**src/rtl/uart_receiver_if.sv**
```systemverilog
`default_nettype none
// ============================================================================
// Module      : uart_receiver_if
// Description : Ready/valid byte channel from the UART receiver to its consumer.
// Revision    : 1.0 - initial release
// ============================================================================
interface uart_receiver_if;
    logic [7:0] data_out;
    logic       data_out_valid;
    logic       data_out_ready;

    // Receiver side: produces the byte and valid, observes ready.
    modport master (
        output data_out,
        output data_out_valid,
        input  data_out_ready
    );

    // Consumer side: observes the byte and valid, drives ready.
    modport slave (
        input  data_out,
        input  data_out_valid,
        output data_out_ready
    );
endinterface
`default_nettype wire

```
**src/rtl/uart_receiver.sv**
```systemverilog
`default_nettype none
// ============================================================================
// Module      : uart_receiver
// Description : 8N1 UART receiver with two-flop line synchronizer, start-bit
//               glitch rejection, mid-symbol sampling, one-entry ready/valid
//               output register, framing-error and overrun pulses.
// Revision    : 1.0 - initial release
// ============================================================================
module uart_receiver #(
    parameter int CLOCK_FREQ = 100_000_000,
    parameter int BAUD_RATE  = 1_000_000
) (
    input  wire logic        clk,
    input  wire logic        rst,
    input  wire logic        serial_in,
    uart_receiver_if.master  o_bus,
    output logic             framing_error,
    output logic             overrun
);

    // Clock cycles per symbol must be at least 4 for the counter scheme to hold.
    localparam int c_SYMBOL_EDGE_TIME = CLOCK_FREQ / BAUD_RATE;
    localparam int c_SAMPLE_TIME      = c_SYMBOL_EDGE_TIME / 2;
    localparam int c_CNT_W            = $clog2(c_SYMBOL_EDGE_TIME);

    localparam logic [c_CNT_W-1:0] c_SAMPLE_LAST = c_CNT_W'(c_SAMPLE_TIME - 1);
    localparam logic [c_CNT_W-1:0] c_EDGE_LAST   = c_CNT_W'(c_SYMBOL_EDGE_TIME - 1);

    typedef enum logic [2:0] {
        S_IDLE  = 3'd0,
        S_START = 3'd1,
        S_DATA  = 3'd2,
        S_STOP  = 3'd3,
        S_BREAK = 3'd4
    } state_t;

    logic               r_sync1;
    logic               r_sync2;
    state_t             r_state;
    state_t             w_state_next;
    logic [c_CNT_W-1:0] r_cnt;
    logic [2:0]         r_idx;
    logic [7:0]         r_shift;
    logic [7:0]         r_data;
    logic               r_valid;
    logic               r_framing_error;
    logic               r_overrun;

    logic               w_rx;
    logic               w_sample_pt;
    logic               w_edge_pt;
    logic               w_shift_en;
    logic               w_byte_done;
    logic               w_frame_err;

    assign w_rx        = r_sync2;
    assign w_sample_pt = (r_cnt == c_SAMPLE_LAST);
    assign w_edge_pt   = (r_cnt == c_EDGE_LAST);

    // Two-flop synchronizer; resets to the idle (high) line level.
    always_ff @(posedge clk or posedge rst) begin
        if (rst) begin
            r_sync1 <= 1'b1;
            r_sync2 <= 1'b1;
        end else begin
            r_sync1 <= serial_in;
            r_sync2 <= r_sync1;
        end
    end

    // State register.
    always_ff @(posedge clk or posedge rst) begin
        if (rst) begin
            r_state <= S_IDLE;
        end else begin
            r_state <= w_state_next;
        end
    end

    // Next-state logic and single-cycle event strobes.
    always_comb begin
        w_state_next = r_state;
        w_shift_en   = 1'b0;
        w_byte_done  = 1'b0;
        w_frame_err  = 1'b0;
        case (r_state)
            S_IDLE: begin
                if (!w_rx) w_state_next = S_START;
            end
            S_START: begin
                // A line that is high again at mid start bit was only a glitch.
                if (w_sample_pt) w_state_next = w_rx ? S_IDLE : S_DATA;
            end
            S_DATA: begin
                if (w_edge_pt) begin
                    w_shift_en = 1'b1;
                    if (r_idx == 3'd7) w_state_next = S_STOP;
                end
            end
            S_STOP: begin
                if (w_edge_pt) begin
                    if (w_rx) begin
                        w_byte_done  = 1'b1;
                        w_state_next = S_IDLE;
                    end else begin
                        w_frame_err  = 1'b1;
                        w_state_next = S_BREAK;
                    end
                end
            end
            S_BREAK: begin
                // Wait out a held-low line so it cannot retrigger a frame.
                if (w_rx) w_state_next = S_IDLE;
            end
            default: w_state_next = S_IDLE;
        endcase
    end

    // Baud counter: restarts on every state change and at each data-bit boundary.
    always_ff @(posedge clk or posedge rst) begin
        if (rst) begin
            r_cnt <= '0;
        end else if ((w_state_next != r_state) || (r_state == S_DATA && w_edge_pt)) begin
            r_cnt <= '0;
        end else begin
            r_cnt <= r_cnt + c_CNT_W'(1);
        end
    end

    // Bit index and shift register; bits arrive LSB first.
    always_ff @(posedge clk or posedge rst) begin
        if (rst) begin
            r_idx   <= 3'd0;
            r_shift <= 8'h00;
        end else if (w_shift_en) begin
            r_shift[r_idx] <= w_rx;
            r_idx          <= r_idx + 3'd1;
        end else if (r_state != S_DATA) begin
            r_idx <= 3'd0;
        end
    end

    // One-entry output register with overrun and framing-error pulses.
    always_ff @(posedge clk or posedge rst) begin
        if (rst) begin
            r_data          <= 8'h00;
            r_valid         <= 1'b0;
            r_overrun       <= 1'b0;
            r_framing_error <= 1'b0;
        end else begin
            r_overrun       <= 1'b0;
            r_framing_error <= w_frame_err;
            if (w_byte_done) begin
                if (!r_valid || o_bus.data_out_ready) begin
                    r_data  <= r_shift;
                    r_valid <= 1'b1;
                end else begin
                    r_overrun <= 1'b1;
                end
            end else if (r_valid && o_bus.data_out_ready) begin
                r_valid <= 1'b0;
            end
        end
    end

    assign o_bus.data_out       = r_data;
    assign o_bus.data_out_valid = r_valid;
    assign framing_error        = r_framing_error;
    assign overrun              = r_overrun;

endmodule
`default_nettype wire

```
**src/flat_wrapper.sv**
```systemverilog
// flat-port wrapper written by rule: the top's interface ports become plain ports
module uart_receiver_flat 
#(
    parameter int CLOCK_FREQ = 100_000_000,
    parameter int BAUD_RATE  = 1_000_000
)
  (clk, rst, serial_in, framing_error, overrun, o_bus_data_out, o_bus_data_out_valid, o_bus_data_out_ready);
  uart_receiver_if o_bus_i ();
  input  wire logic clk;
  input  wire logic rst;
  input  wire logic serial_in;
  output logic framing_error;
  output logic overrun;
  output wire logic [$bits(o_bus_i.data_out)-1:0] o_bus_data_out;
  output wire logic [$bits(o_bus_i.data_out_valid)-1:0] o_bus_data_out_valid;
  input wire logic [$bits(o_bus_i.data_out_ready)-1:0] o_bus_data_out_ready;
  assign o_bus_data_out = o_bus_i.data_out;
  assign o_bus_data_out_valid = o_bus_i.data_out_valid;
  assign o_bus_i.data_out_ready = o_bus_data_out_ready;
  uart_receiver #(.CLOCK_FREQ(CLOCK_FREQ), .BAUD_RATE(BAUD_RATE)) u_core (.clk(clk), .rst(rst), .serial_in(serial_in), .o_bus(o_bus_i), .framing_error(framing_error), .overrun(overrun));
endmodule
```
**config.mk**
```make
export PLATFORM = sky130hd
export DESIGN_NAME = uart_receiver_flat
export DESIGN_NICKNAME = d
export VERILOG_FILES = /design/src/rtl/uart_receiver_if.sv /design/src/rtl/uart_receiver.sv /design/src/flat_wrapper.sv
export SDC_FILE = /design/constraint.sdc
export NUM_CORES = 1
export LEC_CHECK = 0
export ABC_CLOCK_PERIOD_IN_PS = 5050
export BUFFER_PORTS_ARGS = -buffer_cell sky130_fd_sc_hd__buf_2
export CORE_ASPECT_RATIO = 0.9
export CORE_MARGIN = 2
export CORE_UTILIZATION = 62
export CTS_CLUSTER_SIZE = 25
export DETAILED_ROUTE_END_ITERATION = 12
export PLACE_DENSITY_LB_ADDON = 0.1
export SLEW_MARGIN = 20
export SYNTH_ARGS = -nofsm -noshare
export SYNTH_HDL_FRONTEND = slang
export SYNTH_SLANG_ARGS = --single-unit
```
**constraint.sdc**
```tcl
create_clock -name clk -period 5.05 [get_ports clk]
set_input_delay 0.2525 -clock clk [delete_from_list [all_inputs] [get_ports clk]]
set_output_delay 0.2525 -clock clk [all_outputs]
set_load 0.02 [all_outputs]
```
==> flow_metrics.env, run 1 <==
export IMPL_syn2layout_area_growth_pct=8.42
export IMPL_postCtsSetupBuffers=0
export IMPL_track_usage=0.221
export IMPL_clk_path_buf_depth=2
export IMPL_hold_ws_ns=0.208
export IMPL_cp_arrival_ns=2.41
export IMPL_die_x_um=58.4
export IMPL_ys_ff_latch=34
export IMPL_firstDrtPassIters=7
export IMPL_insertion_delay_ns=0.34
export IMPL_synth_area_per_cell_um2=11.5
export IMPL_seqPwrFrac=0.648
export IMPL_hold_buffers=1
export IMPL_max_slew_margin=0.571
export IMPL_nNetsFinal=163
export IMPL_ir_drop_mv=0.238
export IMPL_p_int_uw=332
export IMPL_netlist_area_um2=1650
export IMPL_mostFrequentLayoutCells="32 x dfrtp_1, 17 x mux2_2, 14 x buf_2"
export IMPL_synthSimpleGateAreaFrac=0.183
export IMPL_wire_per_inst_um=15.9
export IMPL_drtIter0Drc=31
export IMPL_busiest_layer="met2"
export IMPL_outcome="complete, no violations"
export IMPL_cap_violations=0
export IMPL_fin_skew_ns=0.0121
export IMPL_yosys_area_share_adder=0.0303
export IMPL_vias=1131
export IMPL_path_cells="ha_1 -> nand3b_1 -> nor4b_4 -> mux2_2"
export IMPL_synth_warnings=0
export IMPL_portBuffers=14
export IMPL_synth_top_family_by_area="simple AND/OR/NAND/NOR gates"
export IMPL_combinationalPowerShare=0.021
export IMPL_cp_required_ns=5.28
export IMPL_antenna_found_initial=0
export IMPL_finalCritPeriodShare=0.433
export IMPL_rsz0062_at_grt="false"
export IMPL_worstSetupEndpointType="flop"
export IMPL_ys_types=34
export IMPL_worst_pin_slew_ns=0.641
export IMPL_p_clk_frac=0.331
export IMPL_layout_commonest_cell="dfrtp_1"
export IMPL_layout_drive_gt1_share=0.276
export IMPL_num_antenna_cells=0
export IMPL_finalHoldViolCount=0
export IMPL_fill_cells=206
export IMPL_power_leakage_nw=0.861
export IMPL_cpMaxStageDelayCell="nor4b_4"
export IMPL_synth_edff_count=0
export IMPL_grt_pass1_vias=1039
export IMPL_synth_compound_area_frac=0.0970
export IMPL_setup_viol=0
export IMPL_htreeDepth=2
export IMPL_cts_repair_resized=0
export IMPL_vias_per_cell=6.15
export IMPL_wl_um=2930
export IMPL_cts_tree="done"
export IMPL_chipHeight_um=52.9
export IMPL_gp_congestion=0.827
export IMPL_synth_seq_area_share=0.517
export IMPL_synthXorXnorAreaFrac=0.0212
export IMPL_p_total_uw=425
export IMPL_dp_hpwl_um=1940
export IMPL_slowest_delay_ns=0.68
export IMPL_synthFlopType="dfrtp_1"
export IMPL_grt_pass1_wl_um=4950
export IMPL_grtUsageMet3=0.0880
export IMPL_slew_violations=0
export IMPL_grt_overflow=0
export IMPL_fin_crit_ns=2.19
export IMPL_ant_nets=0
export IMPL_gr_usage_met2=0.307
export IMPL_crit_path_start_kind="flop"
export IMPL_p_sw_uw=92.7
export IMPL_p_per_area_nw_per_um2=237
export IMPL_cp_max_fo=11
export IMPL_numCtsBuffers=5
export IMPL_syn_num_nets=151
export IMPL_fin_tns_setup_ns=0
export IMPL_cts_sinks=34
export IMPL_grt_max_degree=35
export IMPL_initial_core_util=0.663
export IMPL_p_sw_frac=0.218
export IMPL_post_route_drc_count=0
export IMPL_ios=15
export IMPL_core_um2=2490
export IMPL_netlist_instances=143
export IMPL_cts_root_buffer="clkbuf_4"
export IMPL_synthMuxAreaShare=0.116
export IMPL_fmax_mhz=457
export IMPL_ys_async_sr_fraction=1.00
export IMPL_rows=17
export IMPL_setup_worst_path_class="flop to flop"
export IMPL_die_area_um2=3090
export IMPL_hold_class="input pin to flop"
export IMPL_cts_clk_slew_worst_paths_ns=0.10
export IMPL_grt_use_met1=0.305
==> cells in the mapped netlist, types with 5 or more instances <==
cell type | instances | area, µm²
a21oi_1 | 6 | 30.0
a221oi_1 | 6 | 52.6
clkbuf_1 | 7 | 26.3
dfrtp_1 | 32 | 801
mux2_2 | 17 | 191
nand3_1 | 5 | 25.0
nand4_1 | 6 | 37.5
nor2_1 | 5 | 18.8
nor3b_1 | 5 | 37.5
o21ai_0 | 5 | 25.0
==> state kept, by name, summed over array words and instances (netlist names) <==
| register | count |
|---|---|
| u_core.o_bus.data_out | 8 |
| u_core.r_sync1 | 1 |
| u_core.r_shift | 8 |
| u_core.r_idx | 3 |
| u_core.framing_error | 1 |
| u_core.o_bus.data_out_valid | 1 |
| u_core.r_sync2 | 1 |
| u_core.overrun | 1 |
| u_core.r_cnt | 7 |
| u_core.r_state | 3 |
==> routing by layer <==
metal / up-vias / part of all wire
li1: 558 / -
met1: 531 / 0.48
met2: 34 / 0.44
met3: 8 / 0.063
met4: 0 / 0.021
met5: - / 0
==> power by group through the flow <==
stage | logic, mW | clock network [mW] | registers (mW)
floorplan | 0.00574 | 0 | 0.279
global placement | 0.00771 | 0 | 0.281
detailed placement | 0.00814 | 0 | 0.281
CTS | 0.00866 | 0.144 | 0.275
global route | 0.0104 | 0.155 | 0.276
finish | 0.00884 | 0.141 | 0.275
==> final cells by class <==
| type | count | area (µm²) | area share |
|---|---|---|---|
| clock buffers | 8 | 48.8 | 0.0273 |
| well taps | 28 | 35.0 | 0.0196 |
| flip-flops and latches | 34 | 853 | 0.477 |
| inverters | 3 | 11.3 | 0.00629 |
| multi-input cells | 94 | 743 | 0.415 |
| repair buffers | 17 | 97.6 | 0.0545 |
==> path summary, 6_finish.rpt <==
path	startpoint	to	slack, ns	depth (start not counted)
min	o_bus_data_out_ready	u_core.overrun	0.21	3
max in group asynchronous	rst	u_core.r_sync2	4.18	4
min reg2reg	u_core.r_sync1	u_core.r_sync2	0.36	0
min in group asynchronous	rst	u_core.o_bus.data_out[1]	0.54	4
max reg2reg	u_core.r_cnt[0]	u_core.o_bus.data_out[7]	2.86	4
max	u_core.r_cnt[0]	u_core.o_bus.data_out[7]	2.86	4
==> kinds of logic after synthesis <==
kind of cell / count (synthesis)
AND/OR/NAND/NOR: 46
XOR/XNOR: 4
buffers and inverters: 15
flip-flops: 34
AO/OA/AOI/OAI: 23
adder cells (fa/ha/maj): 4
multiplexers: 17
==> critical path, delay by kind of cell, from the launching register on <==
family | cells | cell delay [ns]
fa+ha+maj | 1 | 0.24
simple gates | 2 | 1.02
mux | 1 | 0.41
flops | 1 | 0.41
==> per-stage QoR <==
stage / setup WS, ns / util / instance area (µm²) / cells
after detailed placement: 2.88 / 0.689 / 1720 / 174
final: 2.86 / 0.719 / 1790 / 184
after CTS: 2.87 / 0.713 / 1770 / 183
after global routing: 2.73 / 0.719 / 1790 / 184
after global placement: 2.97 / 0.689 / 1720 / 174
after floorplan: 3.25 / - / 1650 / 143
No activity file was read; power rests on OpenSTA's default activity.
==> run 2: changes to the inputs <==
--- a/config.mk
+++ b/config.mk
@@ -5,11 +5,11 @@
 export SDC_FILE = /design/constraint.sdc
 export NUM_CORES = 1
 export LEC_CHECK = 0
-export ABC_CLOCK_PERIOD_IN_PS = 5050
+export ABC_CLOCK_PERIOD_IN_PS = 1860
 export BUFFER_PORTS_ARGS = -buffer_cell sky130_fd_sc_hd__buf_2
 export CORE_ASPECT_RATIO = 0.9
 export CORE_MARGIN = 2
-export CORE_UTILIZATION = 62
+export CORE_UTILIZATION = 52
 export CTS_CLUSTER_SIZE = 25
 export DETAILED_ROUTE_END_ITERATION = 12
 export PLACE_DENSITY_LB_ADDON = 0.1
==> constraint.sdc (replaced) <==
create_clock -name clk -period 1.86 [get_ports clk]
set_input_delay 0.093 -clock clk [delete_from_list [all_inputs] [get_ports clk]]
set_output_delay 0.093 -clock clk [all_outputs]
set_load 0.02 [all_outputs]
==> flow_metrics.env, run 2 (synthesized netlist as in run 1, its figures left out) <==
export IMPL_grt_overflow=0
export IMPL_post_route_drc_count=0
export IMPL_cts_root_buffer="clkbuf_4"
export IMPL_setup_viol=0
export IMPL_drtIter0Drc=57
export IMPL_wl_met1_um=1460
export IMPL_wire_per_inst_um=16.2
export IMPL_chipHeight_um=57.4
export IMPL_grt_pass1_vias=1194
export IMPL_top_layer_used="met4"
export IMPL_fin_tns_setup_ns=0
export IMPL_cp_max_fo=7
export IMPL_fmax_mhz=550
export IMPL_p_per_area_nw_per_um2=587
export IMPL_grt_pass1_wl_um=5560
export IMPL_vias=1245
export IMPL_fin_cells=210
export IMPL_finalCritPeriodShare=0.978
export IMPL_ff2ff_setup_slack_ns=0.04
export IMPL_die_x_um=63.4
export IMPL_hold_depth=3
export IMPL_portBuffers=14
export IMPL_cts_tree="done"
export IMPL_antenna_found_initial=0
export IMPL_insertion_delay_ns=0.34
export IMPL_layout_commonest_cell="dfrtp_1"
export IMPL_wl_met2_um=1700
export IMPL_grt_max_degree=35
export IMPL_worstSetupEndpointType="flop"
export IMPL_ir_drop_mv=0.455
export IMPL_outcome="complete, no violations"
export IMPL_hold_class="input pin to flop"
export IMPL_crit_path_start_kind="flop"
export IMPL_ant_nets=0
export IMPL_vias_per_cell=5.93
export IMPL_placed_cells=200
export IMPL_power_leakage_nw=0.924
export IMPL_slew_violations=0
export IMPL_r2r_cells=3
export IMPL_clk_path_buf_depth=2
export IMPL_path_buf_inv=0
export IMPL_cp_arrival_ns=2.05
export IMPL_path_cells="or3b_2 -> nor4_2 -> mux2_2"
export IMPL_cts_clk_slew_worst_paths_ns=0.10
export IMPL_num_antenna_cells=0
export IMPL_p_total_mw=1.14
export IMPL_slowest_delay_ns=0.60
export IMPL_initial_core_util=0.542
export IMPL_cp_required_ns=2.09
export IMPL_rsz0062_at_grt="true"
export IMPL_max_slew_margin=0.671
export IMPL_cpMaxStageDelayCell="or3b_2"
export IMPL_fin_ws_ns=0.0408
export IMPL_dp_hpwl_um=2280
export IMPL_syn2layout_area_growth_pct=18.1
export IMPL_wl_um=3390
export IMPL_path_delay_family="simple AND/OR/NAND/NOR gates"
export IMPL_crit_cells=3
export IMPL_fin_skew_ns=0.00853
export IMPL_gp_congestion=0.865
export IMPL_htreeDepth=2
export IMPL_numCtsBuffers=5
export IMPL_firstDrtPassIters=6
export IMPL_die_area_um2=3640
export IMPL_core_um2=3040
export IMPL_ios=15
export IMPL_dp_slack_ns=0.0144
export IMPL_fin_crit_ns=1.82
export IMPL_track_usage=0.205
export IMPL_layout_drive_gt1_share=0.381
export IMPL_cap_violations=0
export IMPL_met3_length_um=172
export IMPL_setup_worst_path_class="flop to flop"
export IMPL_cts_sinks=34
export IMPL_worst_pin_slew_ns=0.492
export IMPL_mostFrequentLayoutCells="31 x dfrtp_1, 17 x mux2_2, 14 x buf_2"
export IMPL_finalHoldViolCount=0
export IMPL_nNetsFinal=176
export IMPL_rows=19
==> run 2: through the flow <==
stage,utilization,cell area [µm²],hold WS (ns)
6_report,0.641,1950,0.0604
5_1_grt,0.641,1950,0.0712
4_1_cts,0.621,1890,0.0475
3_5_place_dp,0.599,1820,0.203
3_3_place_gp,0.599,1820,0.194
2_1_floorplan,-,1650,0.0975
==> run 2: where the power goes <==
group / total [mW] / internal (mW) / leakage, nW / switching [mW]
logic: 0.0297 / 0.00952 / 0.441 / 0.0201
registers: 0.744 / 0.743 / 0.452 / 0.00133
clock network: 0.371 / 0.136 / 0.0308 / 0.235
total: 1.14 / 0.888 / 0.924 / 0.257
==> run 2: worst reg2reg max path, stage by stage, from the launching register on <==
cell,delay [ns]
dfrtp_1,0.44
or3b_2,0.60
nor4_2,0.31
mux2_2,0.38
==> run 2: final timing paths <==
kind,from,end
setup / recovery,u_core.r_state[2],u_core.r_shift[6]
hold / removal,o_bus_data_out_ready,u_core.overrun
setup reg to reg,u_core.r_state[2],u_core.r_shift[6]
hold reg to reg,u_core.r_sync1,u_core.r_sync2
max in group asynchronous,rst,u_core.r_sync1
min in group asynchronous,rst,u_core.r_shift[5]
==> run 2: layout make-up <==
class,instances,area (µm²)
fill,274,1090
sequential,34,855
multi-input combinational,94,785
timing repair buffer,30,199
tap,42,52.6
clock buffer,5,37.5
inverter,3,11.3
clock inverter,2,10.0
==> run 2: timing repair <==
action	4_1_cts	5_1_grt
buffers inserted	0	1
hold endpoints to repair	33	0
gates resized for setup	0	10
hold buffers	2	0
endpoints found under the setup margin	0	13
==> run 2: routing by layer <==
| metal | vias up | GRT usage |
|---|---|---|
| li1 | 585 | - |
| met2 | 41 | 0.319 |
| met1 | 614 | 0.266 |
| met5 | - | 0 |
| met3 | 5 | 0.0671 |
| met4 | 0 | 0.0870 |
==> run 3: changes to the inputs <==
--- a/config.mk
+++ b/config.mk
@@ -5,11 +5,11 @@
 export SDC_FILE = /design/constraint.sdc
 export NUM_CORES = 1
 export LEC_CHECK = 0
-export ABC_CLOCK_PERIOD_IN_PS = 1860
+export ABC_CLOCK_PERIOD_IN_PS = 1700
 export BUFFER_PORTS_ARGS = -buffer_cell sky130_fd_sc_hd__buf_2
 export CORE_ASPECT_RATIO = 0.9
 export CORE_MARGIN = 2
-export CORE_UTILIZATION = 52
+export CORE_UTILIZATION = 58
 export CTS_CLUSTER_SIZE = 25
 export DETAILED_ROUTE_END_ITERATION = 12
 export PLACE_DENSITY_LB_ADDON = 0.1
==> constraint.sdc (replaced) <==
create_clock -name clk -period 1.7 [get_ports clk]
set_input_delay 0.085 -clock clk [delete_from_list [all_inputs] [get_ports clk]]
set_output_delay 0.085 -clock clk [all_outputs]
set_load 0.02 [all_outputs]
==> flow_metrics.env, run 3 (synthesized netlist as in run 1, its figures left out) <==
export IMPL_gp_congestion=0.819
export IMPL_cp_arrival_ns=1.92
export IMPL_layout_commonest_cell="dfrtp_1"
export IMPL_outcome="finished, violations left"
export IMPL_htreeDepth=2
export IMPL_hold_ws_ns=0.0612
export IMPL_rows=18
export IMPL_power_leakage_nw=1.02
export IMPL_place_area_um2=1920
export IMPL_wl_met2_um=1820
export IMPL_rsz0062_at_grt="true"
export IMPL_grt_pass1_vias=1149
export IMPL_grt_max_degree=35
export IMPL_crit_path_start_kind="flop"
export IMPL_cts_root_buffer="clkbuf_4"
export IMPL_num_antenna_cells=0
export IMPL_hold_class="input pin to flop"
export IMPL_setup_viol=6
export IMPL_layout_drive_gt1_share=0.462
export IMPL_fin_cells=222
export IMPL_post_route_util=0.791
export IMPL_setup_worst_path_class="flop to flop"
export IMPL_fin_skew_ns=0.0110
export IMPL_cp_required_ns=1.91
export IMPL_cts_clk_slew_worst_paths_ns=0.09
export IMPL_p_per_area_nw_per_um2=602
export IMPL_die_x_um=60.2
export IMPL_path_cells="or3b_4 -> nor4b_4 -> buf_6 -> mux2_2"
export IMPL_firstDrtPassIters=6
export IMPL_chipHeight_um=54.6
export IMPL_nNetsFinal=189
export IMPL_grt_pass1_wl_um=5340
export IMPL_numCtsBuffers=5
export IMPL_mostFrequentLayoutCells="32 x dfrtp_1, 21 x buf_4, 14 x buf_2"
export IMPL_ant_nets=0
export IMPL_fin_tns_setup_ns=-0.0254
export IMPL_max_slew_margin=0.721
export IMPL_met3_length_um=156
export IMPL_fin_crit_ns=1.71
export IMPL_cts_tree="done"
export IMPL_post_route_drc_count=0
export IMPL_wl_met1_um=1580
export IMPL_ios=15
export IMPL_drtIter0Drc=68
export IMPL_cts_sinks=34
export IMPL_dp_hpwl_um=2220
export IMPL_initial_core_util=0.606
export IMPL_wire_per_inst_um=16.1
export IMPL_fin_ws_ns=-0.00829
export IMPL_wl_um=3570
export IMPL_grt_overflow=0
export IMPL_vias_per_cell=5.81
export IMPL_antenna_found_initial=0
export IMPL_finalHoldViolCount=0
export IMPL_worstSetupEndpointType="flop"
export IMPL_cap_violations=0
export IMPL_postLayoutCellArea_um2=2160
export IMPL_insertion_delay_ns=0.32
export IMPL_ir_drop_mv=0.438
export IMPL_die_area_um2=3290
export IMPL_slew_violations=0
export IMPL_portBuffers=14
export IMPL_p_total_mw=1.30
export IMPL_vias=1289
export IMPL_cp_max_fo=8
export IMPL_dp_slack_ns=-0.0277
export IMPL_top_layer_used="met4"
export IMPL_worst_pin_slew_ns=0.418
export IMPL_failed_checks="setup timing"
export IMPL_track_usage=0.227
export IMPL_clk_path_buf_depth=2
export IMPL_cpMaxStageDelayCell="or3b_4"
export IMPL_core_um2=2730
export IMPL_slowest_delay_ns=0.46
export IMPL_syn2layout_area_growth_pct=30.6
export IMPL_finalCritPeriodShare=1.00
export IMPL_fmax_mhz=585
export IMPL_placed_cells=209
[run 3: repair_timing]
item                       CTS  global route
hold buffers                 2             0
setup endpoints to repair   14            25
gates resized for setup      5            25
hold endpoints to repair    33             0
pin swaps                    3            11
buffers inserted             1             2
[run 3: routing by layer]
metal	vias up	GRT usage
li1	611	-
met1	643	0.320
met2	33	0.341
met3	2	0.0615
met4	0	0.0667
met5	-	0
[run 3: cell type report]
class                      count  area (µm²)
inverter                       3        13.8
multi-input combinational     94         863
clock inverter                 1        5.00
tap                           40        50.0
timing repair buffer          43         315
fill                         169         569
sequential                    34         853
clock buffer                   7        55.1
[run 3: where the power goes]
| group | internal [mW] | switching [mW] |
|---|---|---|
| registers | 0.812 | 0.000954 |
| clock network | 0.200 | 0.252 |
| logic | 0.0106 | 0.0221 |
| total | 1.02 | 0.275 |
[run 3: worst max-delay path: cells and delay by family, from the launching register on]
family | cells | cell delay [ns]
simple gates | 2 | 0.70
flops | 1 | 0.39
mux | 1 | 0.33
buf+inv | 1 | 0.19
[run 3: path summary, 6_finish.rpt]
check                                           from                        to  slack, ns  depth (start not counted)
max in group asynchronous                        rst            u_core.r_sync1       0.98                          4
worst min register to register        u_core.r_sync1            u_core.r_sync2       0.36                          0
worst max register to register       u_core.r_cnt[2]  u_core.o_bus.data_out[2]     -0.008                          4
worst min-delay path            o_bus_data_out_ready            u_core.overrun       0.06                          3
worst max-delay path                 u_core.r_cnt[2]  u_core.o_bus.data_out[2]     -0.008                          4
min in group asynchronous                        rst  u_core.o_bus.data_out[7]       0.39                          4
